==> src/rtl/axis_packet_arbiter.sv <==
// axis_packet_arbiter: packet-level arbiter that merges CHANNELS AXI-Stream
// requesters onto one output stream. A grant is held for a whole packet, so
// packets are never interleaved, and every packet is followed by one IDLE cycle.
// The output is a single register stage that also carries the source index on tid.
//
// Optional build macro AXIS_ARB_FIXED_PRIO_EN: the IDLE search always starts at
// channel 0 (lowest index wins) and the round-robin pointer stays at 0.
// The default build, with the macro undefined, searches round-robin starting at
// the channel after the last one granted.
//
// Handshake semantics (both sides): a beat transfers on a rising clk edge where
// tvalid and tready are both 1. A source holds tdata/tlast stable and keeps
// tvalid high until the transfer. This block never lowers m_axis_0_tvalid, and
// never changes the output beat, until the beat has been accepted.
module axis_packet_arbiter #(
    parameter int  DATA_WIDTH = 16,
    parameter int  CHANNELS   = 4,
    localparam int ID_WIDTH   = (CHANNELS > 2) ? $clog2(CHANNELS) : 1
) (
    input  logic                           clk,
    input  logic                           rst,
    input  logic [DATA_WIDTH*CHANNELS-1:0] s_axis_0_tdata,
    input  logic [CHANNELS-1:0]            s_axis_0_tvalid,
    input  logic [CHANNELS-1:0]            s_axis_0_tlast,
    output logic [CHANNELS-1:0]            s_axis_0_tready,
    output logic [DATA_WIDTH-1:0]          m_axis_0_tdata,
    output logic [ID_WIDTH-1:0]            m_axis_0_tid,
    output logic                           m_axis_0_tlast,
    output logic                           m_axis_0_tvalid,
    input  logic                           m_axis_0_tready
);

    typedef enum logic {
        IDLE  = 1'b0,
        GRANT = 1'b1
    } state_t;

    // The FSM state, the grant g and the pointer p are plain named registers.
    // They can be observed hierarchically.
    state_t                state_q, state_d;
    logic [ID_WIDTH-1:0]   g_q, g_d;
    logic [ID_WIDTH-1:0]   p_q, p_d;

    logic [ID_WIDTH-1:0]   search_start;
    logic [ID_WIDTH-1:0]   sel_id;
    logic                  any_valid;
    logic                  in_hs;
    logic [DATA_WIDTH-1:0] grant_data;
    logic                  grant_last;
    logic [ID_WIDTH-1:0]   next_ptr;

`ifdef AXIS_ARB_FIXED_PRIO_EN
    assign search_start = '0;
    assign next_ptr     = '0;
`else
    assign search_start = p_q;
    assign next_ptr     = (g_q == ID_WIDTH'(CHANNELS - 1)) ? '0 : g_q + ID_WIDTH'(1);
`endif

    assign any_valid = |s_axis_0_tvalid;
    assign in_hs     = |(s_axis_0_tready & s_axis_0_tvalid);

    // Cyclic search: take the lowest valid index at or above the start point.
    // If there is none, wrap around and take the lowest valid index below it.
    always_comb begin
        logic                hi_found;
        logic [ID_WIDTH-1:0] hi_id;
        logic [ID_WIDTH-1:0] lo_id;
        hi_found = 1'b0;
        hi_id    = '0;
        lo_id    = '0;
        for (int c = CHANNELS - 1; c >= 0; c--) begin
            if (s_axis_0_tvalid[c]) begin
                if (ID_WIDTH'(c) >= search_start) begin
                    hi_found = 1'b1;
                    hi_id    = ID_WIDTH'(c);
                end else begin
                    lo_id = ID_WIDTH'(c);
                end
            end
        end
        sel_id = hi_found ? hi_id : lo_id;
    end

    // Select the data and tlast of the granted channel.
    always_comb begin
        grant_data = '0;
        grant_last = 1'b0;
        for (int c = 0; c < CHANNELS; c++) begin
            if (g_q == ID_WIDTH'(c)) begin
                grant_data = s_axis_0_tdata[c*DATA_WIDTH +: DATA_WIDTH];
                grant_last = s_axis_0_tlast[c];
            end
        end
    end

    // FSM state register, together with the grant and pointer registers.
    always_ff @(posedge clk) begin
        if (rst) begin
            state_q <= IDLE;
            g_q     <= '0;
            p_q     <= '0;
        end else begin
            state_q <= state_d;
            g_q     <= g_d;
            p_q     <= p_d;
        end
    end

    // FSM next state: the grant is taken in IDLE and released only on a tlast transfer.
    always_comb begin
        state_d = state_q;
        g_d     = g_q;
        p_d     = p_q;
        case (state_q)
            IDLE: begin
                if (any_valid) begin
                    state_d = GRANT;
                    g_d     = sel_id;
                end
            end
            GRANT: begin
                if (in_hs && grant_last) begin
                    state_d = IDLE;
                    p_d     = next_ptr;
                end
            end
            default: state_d = IDLE;
        endcase
    end

    // FSM outputs: in GRANT, only the granted channel sees tready.
    // tready is high when the output register is free, or is being emptied this cycle.
    always_comb begin
        s_axis_0_tready = '0;
        if (state_q == GRANT) begin
            for (int c = 0; c < CHANNELS; c++) begin
                if (g_q == ID_WIDTH'(c)) begin
                    s_axis_0_tready[c] = m_axis_0_tready || !m_axis_0_tvalid;
                end
            end
        end
    end

    // Output register stage: an accepted input beat loads the register.
    // An accepted output beat with no input beat in the same cycle empties it.
    always_ff @(posedge clk) begin
        if (rst) begin
            m_axis_0_tvalid <= 1'b0;
            m_axis_0_tdata  <= '0;
            m_axis_0_tlast  <= 1'b0;
            m_axis_0_tid    <= '0;
        end else if (in_hs) begin
            m_axis_0_tvalid <= 1'b1;
            m_axis_0_tdata  <= grant_data;
            m_axis_0_tlast  <= grant_last;
            m_axis_0_tid    <= g_q;
        end else if (m_axis_0_tvalid && m_axis_0_tready) begin
            m_axis_0_tvalid <= 1'b0;
        end
    end

endmodule
==> config.mk <==
export PLATFORM = sky130hd
export DESIGN_NAME = axis_packet_arbiter
export DESIGN_NICKNAME = d
export VERILOG_FILES = /design/src/rtl/axis_packet_arbiter.sv
export SDC_FILE = /design/constraint.sdc
export NUM_CORES = 1
export LEC_CHECK = 0
export BUFFER_PORTS_ARGS = -buffer_cell sky130_fd_sc_hd__buf_2
export CORE_AREA = 2 2 73 75
export DETAILED_ROUTE_END_ITERATION = 16
export DIE_AREA = 0 0 75 77
export MAX_ROUTING_LAYER = met4
export SYNTH_ARGS = -nofsm -noshare
export SYNTH_HDL_FRONTEND = slang
export SYNTH_SLANG_ARGS = --single-unit
==> constraint.sdc <==
create_clock -name clk -period 2.05 [get_ports clk]
set_input_delay 0.1025 -clock clk [delete_from_list [all_inputs] [get_ports clk]]
set_output_delay 0.1025 -clock clk [all_outputs]
set_load 0.02 [all_outputs]
Word-level counts from Yosys, hierarchy flattened:

Cells that the tools add are included.

* register bits after elaboration: 25
* latch bits: 0
* memory bits (writable): 0
* ROM bits: 0
* input port bits: 75
* output and inout port bits: 24
* logic and storage cells: 71
* memories kept: 0

* add/subtract/negate cells: 1
* multiply operators: 0
* div/mod/pow operators: 0
* order comparisons: 4
* equal/unequal tests: 3
* shift-type cells: 0
* multiplexer cells: 44
* bitwise operators: 2
* reductions and logical operators: 10

Operators by type and width (number)
* $mux W16: 4
* $mux W2: 18
* $mux W1: 20
* $reduce_or A4 Y1: 2
* $and A4 B4 Y4: 1
* $eq A2 B2 Y1 const B: 2
* $ge A1 B2 Y1 const A: 2
* $ge A2 B2 Y1 const A: 2
* $mux W4: 1
* $reduce_and A2 Y1: 2
* $add A2 B1 Y2 const B: 1
* $eq A2 B1 Y1 const B: 1
* $logic_and A1 B1 Y1: 2
* $logic_not A2 Y1: 1
* $pmux W1 S2: 1
* $reduce_bool A2 Y1: 1
* $logic_not A1 Y1: 1
* $logic_or A1 B1 Y1: 1
* $not A1 Y1: 1

Depth between registers and ports, before layout:

Gate-level depths: netlist (run 1).

* depth in word-level cells: 10
* gate-level depth with buffers: 9
* depth with buffers taken out: 6

Least setup slack after synthesis (run 1):

OpenSTA, ideal clock, no wires.

* path type: register -> register
* start point: register g_q[0]
* end point: register p_q[0]
* library setup time: 0.121 ns
* data arrival time: 1.729 ns
* data required time: 1.929 ns
* slack: 0.199 ns
* stages on the path, launching flop included: 9
* buffers on the path: 2
* clock period less this slack: 1.851 ns
* cell sequence: dfxtp_1 -> inv_1 -> ha_1 -> buf_4 -> a22o_1 -> o211a_1 -> buf_6 -> o311a_4 -> mux2_4

* longest elaborated chain between the ends: 7
* elaborated cells between the ends (all ways): 19
* classes of those cells: 1 x add/sub; 3 x eq/ne; 10 x mux; 1 x bitwise; 4 x reduce/logical

Ends and longest elaborated chain
* start, declared: line 41 `logic [ID_WIDTH-1:0] g_q, g_d;`
* start signal, assigned: line 105 `g_q <= g_d;`
* $eq A2 B1 Y1, or another cell as far along: line 90, 138
* $mux W1, on equally long branches: line 138, 90
* $mux W4 or $mux W1 (tied branches): line 136, 90
* $and A4 B4 Y4 or $mux W1 (tied branches): line 61, 90
* $reduce_or A4 Y1 or $mux W1 (tied branches): line 61, 90
* $logic_and A1 B1 Y1: line 123 `if (in_hs && grant_last) begin`
* $reduce_and A2 Y1 (no line)
* end signal, assigned: line 106 `p_q <= p_d;`
* end, declared: line 42 `logic [ID_WIDTH-1:0] p_q, p_d;`

Parallel ways exist; a longest one is shown, timed or not.
A chain may end at the register's enable or synchronous reset.

Worst setup path after layout (run 1):

Same ends and word-level chain as after synthesis.

==> out/metrics.cfg, run 1 <==
[global_routing]
antenna_violations_before_repair=0
grt_max_degree=28
grt_pass1_vias=1828
all_layer_gr_usage_pct=18.62
global_route_wire_length_before_repair_um=8390
grt-ovfl-total=0

[clock_network]
post_cts_hold_fix_bufs=0
cts_buffers=3
post-cts-setup-buffers=0
cts_sinks=25
clkLatencyLatePin_ns=0.27
ctsResizeCount=0
cts-root-to-sink-buffers=2
cts_tree=done
clock_tree.htree_level_count=1
clk_transition_reported_paths_ns=0.10
cts.root.buffer_cell=sky130_fd_sc_hd__clkbuf_8

[min_path]
min_delay_worst_endpoint=m_axis_0_tdata[6]$_SDFFE_PP0P_
holdCritPathClass=primary input to register
launch_point_of_the_worst_hold_path=s_axis_0_tdata[54]
whs_path_depth=3

[sta]
final_min_period_over_clock_period_pct=88.85
timing.slew.headroom_pct=64.26
worst-slew-pin-transition_ns=0.5361
drv_slew=0
setup-tns-final_ns=0
rsz0062_at_grt=no
timing.final.hold_violations=0
period_minus_slack_ns=1.821
finalSetupViolCount=0
finalClockSkew_ns=0.008405
finalWorstSetupSlack_ns=0.2286
timing.fmax_ghz=0.5490

[synth]
synthesis.nets=325
synth_largest_area_cell=sky130_fd_sc_hd__dfxtp_1
synth_largest_type_area_fraction_pct=29.63
synth_cells=246
yosysWarningCount=0
netlist-cell-type-count=30
yosys_register_bits=25
synth.area.top_cells=sky130_fd_sc_hd__dfxtp_1, sky130_fd_sc_hd__nand2_1, sky130_fd_sc_hd__a21oi_1
sequential_fraction_of_the_synthesis_area_pct=29.63
post_synth_instance_area_um2=1689
postSynthAreaPerCell_um2=6.866

[worst_setup_path]
cp_slowest_cell=sky130_fd_sc_hd__dfxtp_1
worst_r2r_path_depth=5
critPathArrivalTime_ns=1.99
timing.setup.critical_path_class=register to register
crit_path_leading_delay_family=compound AO/OA/AOI/OAI gates
setup.worst_path.end_class=register
regToRegStartpoint=g_q[0]$_SDFFE_PP0P_
crit_path_cell_chain=ha_1 -> a22o_1 -> o211a_1 -> o311a_4 -> mux2_4
critical_path_required_ns=2.22
startpoint_class_of_the_critical_path=register
cp_num_buf_inv=0
setup.reg_to_reg.worst_slack_ns=0.23
worst_r2r_endpoint=p_q[0]$_SDFFE_PP0P_
path_max_fanout=7
cpPeakStageDelay_ns=0.44

[floorplan]
die-width_um=75
fp.dieArea_um2=5775
ioPinCount=99
dieHeight_um=77
design.core.area_um2=4977
floorplan.initialDensity_pct=33.94
num_rows=26

[run]
timing.max_cap.violations=0

[finish]
area_growth_pct=34.52
antenna_cells=0
layout.nets=417
final_instance_area_um2=2272
final_cell_mix=sky130_fd_sc_hd__buf_2, sky130_fd_sc_hd__nand2_1, sky130_fd_sc_hd__a21oi_1
layout-drive-gt1-share_pct=34.42
count_of_fill_cells_added_during_filler_insertion=554
layout.cells.most_common=sky130_fd_sc_hd__buf_2

[placement]
place_worst_setup_slack_ns=0.2430
placement.io_buffers=98
place.gp.congestion=0.9406
detailed_place_hpwl_um=4031
dpl_cell_area_um2=2227

[detailed_routing]
number_of_drc_violations_after_detailed_routing_iteration_0=104
dr.pass1.iters=4
drt-vias-per-instance=4.816
wl_per_cell_um=12.91
postRouteWirelength_um=5256
detail-route-antenna-nets=0
number_of_remaining_drc_errors=0
routed-via-count=1960

[power]
leakage_power_total_nw=1.152
power.ir.vdd_worst_mv=0.3707
power.density_cell_area_nw_per_um2=578.8

[outcome]
outcome=finished clean

flip-flops by register name (all words and copies together) (netlist names):
register,count
p_q,2
m_axis_0_tid,2
m_axis_0_tlast,1
m_axis_0_tdata,16
g_q,2
state_q,1
m_axis_0_tvalid,1
layer usage:
metal  share of wire (%)  global-route usage, %
met1                  47                  26.64
met2                  42                  26.93
met3                 9.3                  3.548
met4                 1.3                  4.286
met5                   0                      -
worst max path at each step:
| stage | from | slack [ns] | to | cells past startpoint |
|---|---|---|---|---|
| 3_5_place_dp | g_q[0]$_SDFFE_PP0P_ | 0.24 | p_q[0]$_SDFFE_PP0P_ | 7 |
| 2_1_floorplan | g_q[0]$_SDFFE_PP0P_ | 0.20 | p_q[0]$_SDFFE_PP0P_ | 8 |
| 5_1_grt | g_q[0]$_SDFFE_PP0P_ | 0.08 | m_axis_0_tdata[1]$_SDFFE_PP0P_ | 6 |
| 6_report | g_q[0]$_SDFFE_PP0P_ | 0.23 | p_q[0]$_SDFFE_PP0P_ | 5 |
| 3_3_place_gp | g_q[1]$_SDFFE_PP0P_ | 0.28 | p_q[0]$_SDFFE_PP0P_ | 7 |
| 4_1_cts | g_q[0]$_SDFFE_PP0P_ | 0.23 | p_q[0]$_SDFFE_PP0P_ | 7 |
area by class of cell:
| type | instances | area [um^2] | area share [%] |
|---|---|---|---|
| Inverter | 23 | 86.33 | 3.800 |
| Clock buffer | 4 | 45.04 | 1.982 |
| Multi-Input combinational cell | 176 | 979.7 | 43.12 |
| Sequential cell | 25 | 500.5 | 22.03 |
| Timing Repair Buffer | 109 | 573.1 | 25.22 |
| Tap cell | 70 | 87.58 | 3.855 |
worst min-delay path: stages:
cell and delay, ns:
sky130_fd_sc_hd__buf_2 0.09, sky130_fd_sc_hd__nand2_1 0.05, sky130_fd_sc_hd__a311oi_1 0.08
cell usage after synthesis, drive strengths merged:
cell type / number
nand2: 49
a21oi: 35
dfxtp: 25
inv: 23
nor2: 22
o21ai: 22
a311oi: 15
clkbuf: 12
buf: 10
and3: 4
ha: 4
nor2b: 4
mux2i: 3
nand2b: 3
a211o: 2
a22o: 2
nor3: 2
a211oi: 1
a221o: 1
a22oi: 1
mux2: 1
nor4: 1
o211a: 1
o21ba: 1
o221ai: 1
o311a: 1
kinds of logic (layout without fill, tap and decap cells):
logic type / after synthesis / after routing / share of synthesized area [%]
flops: 25 / 25 / 29.63
fa+ha+maj: 4 / 4 / 2.963
buf+inv: 45 / 136 / 12.37
simple gates: 85 / 85 / 20.81
compound gates: 83 / 83 / 31.56
mux: 4 / 4 / 2.666
through the flow:
step | hold WS, ns | instances | power (mW) | util, %
2_1_floorplan | 0.2733 | 246 | 0.8604 | -
3_5_place_dp | 0.3858 | 403 | 1.025 | 44.75
4_1_cts | 0.08206 | 407 | 1.338 | 45.65
3_3_place_gp | 0.3820 | 403 | 1.024 | 44.75
5_1_grt | 0.08731 | 407 | 1.411 | 45.65
6_report | 0.09186 | 407 | 1.315 | 45.65
power breakdown:
| group | total [mW] | switching, mW | internal, mW |
|---|---|---|---|
| Combinational | 0.451 | 0.254 | 0.196 |
| Sequential | 0.560 | 0.0295 | 0.531 |
| Clock | 0.305 | 0.165 | 0.139 |
| Total | 1.32 | 0.449 | 0.866 |
Power figures use the tool's default switching activity.
==> inputs of run 2 (changes only) <==
--- a/config.mk
+++ b/config.mk
@@ -10,6 +10,7 @@
 export DETAILED_ROUTE_END_ITERATION = 16
 export DIE_AREA = 0 0 75 77
 export MAX_ROUTING_LAYER = met4
+export PLACE_DENSITY_LB_ADDON = 0.25
 export SYNTH_ARGS = -nofsm -noshare
 export SYNTH_HDL_FRONTEND = slang
 export SYNTH_SLANG_ARGS = --single-unit
==> out/metrics.cfg, run 2 (synthesis gave the netlist of run 1 again) <==
[clock_network]
post-cts-setup-buffers=0
cts-root-to-sink-buffers=2
post_cts_hold_fix_bufs=0
clock_tree.htree_level_count=1
cts.root.buffer_cell=sky130_fd_sc_hd__clkbuf_8
cts_tree=done
ctsResizeCount=0
clk_transition_reported_paths_ns=0.09
cts_sinks=25
clkLatencyLatePin_ns=0.27
cts_buffers=3

[min_path]
holdCritPathClass=primary input to register
whs_path_depth=3

[worst_setup_path]
worst_r2r_path_depth=6
critical_path_required_ns=2.24
path_max_fanout=36
setup.worst_path.end_class=register
regToRegStartpoint=g_q[0]$_SDFFE_PP0P_
worst_r2r_endpoint=m_axis_0_tdata[15]$_SDFFE_PP0P_
startpoint_class_of_the_critical_path=register
setup.reg_to_reg.worst_slack_ns=0.21
startpoint=g_q[0]$_SDFFE_PP0P_
timing.setup.critical_path_class=register to register
critPathArrivalTime_ns=2.03
cp-endpoint=m_axis_0_tdata[15]$_SDFFE_PP0P_

[detailed_routing]
number_of_remaining_drc_errors=0
routed-via-count=1956
postRouteWirelength_um=5206
drt-vias-per-instance=4.818
wl_per_cell_um=12.82
number_of_drc_violations_after_detailed_routing_iteration_0=55
detail-route-antenna-nets=0
dr.pass1.iters=4

[sta]
timing.fmax_ghz=0.5439
setup-tns-final_ns=0
rsz0062_at_grt=no
final_min_period_over_clock_period_pct=89.68
holdWs_ns=0.09708
period_minus_slack_ns=1.839
worst-slew-pin-transition_ns=0.5081
drv_slew=0
finalClockSkew_ns=0.003901
timing.slew.headroom_pct=66.13
finalSetupViolCount=0
timing.final.hold_violations=0

[floorplan]
ioPinCount=99
die-width_um=75
floorplan.initialDensity_pct=33.94
design.core.area_um2=4977
dieHeight_um=77
num_rows=26
fp.dieArea_um2=5775

[finish]
final_cell_mix=sky130_fd_sc_hd__buf_2, sky130_fd_sc_hd__nand2_1, sky130_fd_sc_hd__a21oi_1
count_of_fill_cells_added_during_filler_insertion=546
layout.cells.most_common=sky130_fd_sc_hd__buf_2
layout-drive-gt1-share_pct=34.23
area_growth_pct=34.07
layout.core_utilization_pct=45.50
antenna_cells=0
layout.nets=416
register_area_um2=500.5
registers.top_by_ff_count=m_axis_0_tdata
largest_register_ff_count=16
multi_input_area_um2=979.7

[power]
leakage_power_total_nw=1.147
power.ir.vdd_worst_mv=0.2716
power.density_cell_area_nw_per_um2=577.7
total_power_mw=1.308

[global_routing]
grt-ovfl-total=0
global_route_wire_length_before_repair_um=8245
grt_max_degree=37
grt_pass1_vias=1866
all_layer_gr_usage_pct=18.38
antenna_violations_before_repair=0

[placement]
place.gp.congestion=0.8366
placement.io_buffers=98
detailed_place_hpwl_um=3943

[outcome]
outcome=finished clean

[run]
timing.max_cap.violations=0

==> run 2: layout make-up <==
type                       count  share of cell area [%]
multi-input combinational    176                   43.26
timing repair buffer         108                   24.97
sequential                    25                   22.10
tap                           70                   3.867
inverter                      23                   3.812
clock buffer                   4                   1.989
==> run 2: worst min-delay path by stage <==
| stage | startpoint | to | slack [ns] |
|---|---|---|---|
| after detailed placement | s_axis_0_tdata[52] | m_axis_0_tdata[4]$_SDFFE_PP0P_ | 0.39 |
| after global placement | s_axis_0_tdata[52] | m_axis_0_tdata[4]$_SDFFE_PP0P_ | 0.39 |
| after CTS | s_axis_0_tdata[52] | m_axis_0_tdata[4]$_SDFFE_PP0P_ | 0.09 |
| final | s_axis_0_tdata[54] | m_axis_0_tdata[6]$_SDFFE_PP0P_ | 0.1 |
| after floorplan | s_axis_0_tdata[58] | m_axis_0_tdata[10]$_SDFFE_PP0P_ | 0.27 |
| after global routing | s_axis_0_tdata[52] | m_axis_0_tdata[4]$_SDFFE_PP0P_ | 0.09 |
==> run 2: per-stage QoR <==
| step | cell area [um^2] | cells | worst slack [ns] |
|---|---|---|---|
| floorplan | 1689 | 246 | 0.1995 |
| global placement | 2220 | 402 | 0.2529 |
| detailed placement | 2220 | 402 | 0.2185 |
| CTS | 2265 | 406 | 0.2004 |
| global route | 2265 | 406 | 0.04475 |
| finish | 2265 | 406 | 0.2115 |
==> run 2: metal layers <==
layer	routed length [um]	vias up	share of wire, %	GRT usage (%)
met5	0	-	0	-
met3	337	2	6.5	2.365
li1	-	1013	-	-
met4	13	0	0.25	2.679
met1	2299	881	44	21.85
met2	2555	60	49	32.98
==> run 2: where the power goes <==
group | internal, mW | total (mW) | leakage, nW | switching (mW)
Sequential | 0.531 | 0.559 | 0.205 | 0.0288
Combinational | 0.192 | 0.449 | 0.919 | 0.257
Clock | 0.139 | 0.300 | 0.0228 | 0.161
Total | 0.862 | 1.31 | 1.15 | 0.446
==> run 2: worst max-delay path: stages, from the launching register on <==
cell                       delay (ns)
sky130_fd_sc_hd__dfxtp_1         0.42
sky130_fd_sc_hd__inv_1           0.09
sky130_fd_sc_hd__ha_1            0.25
sky130_fd_sc_hd__a22o_1          0.22
sky130_fd_sc_hd__o211a_1         0.23
sky130_fd_sc_hd__buf_4           0.26
sky130_fd_sc_hd__a311oi_2        0.28
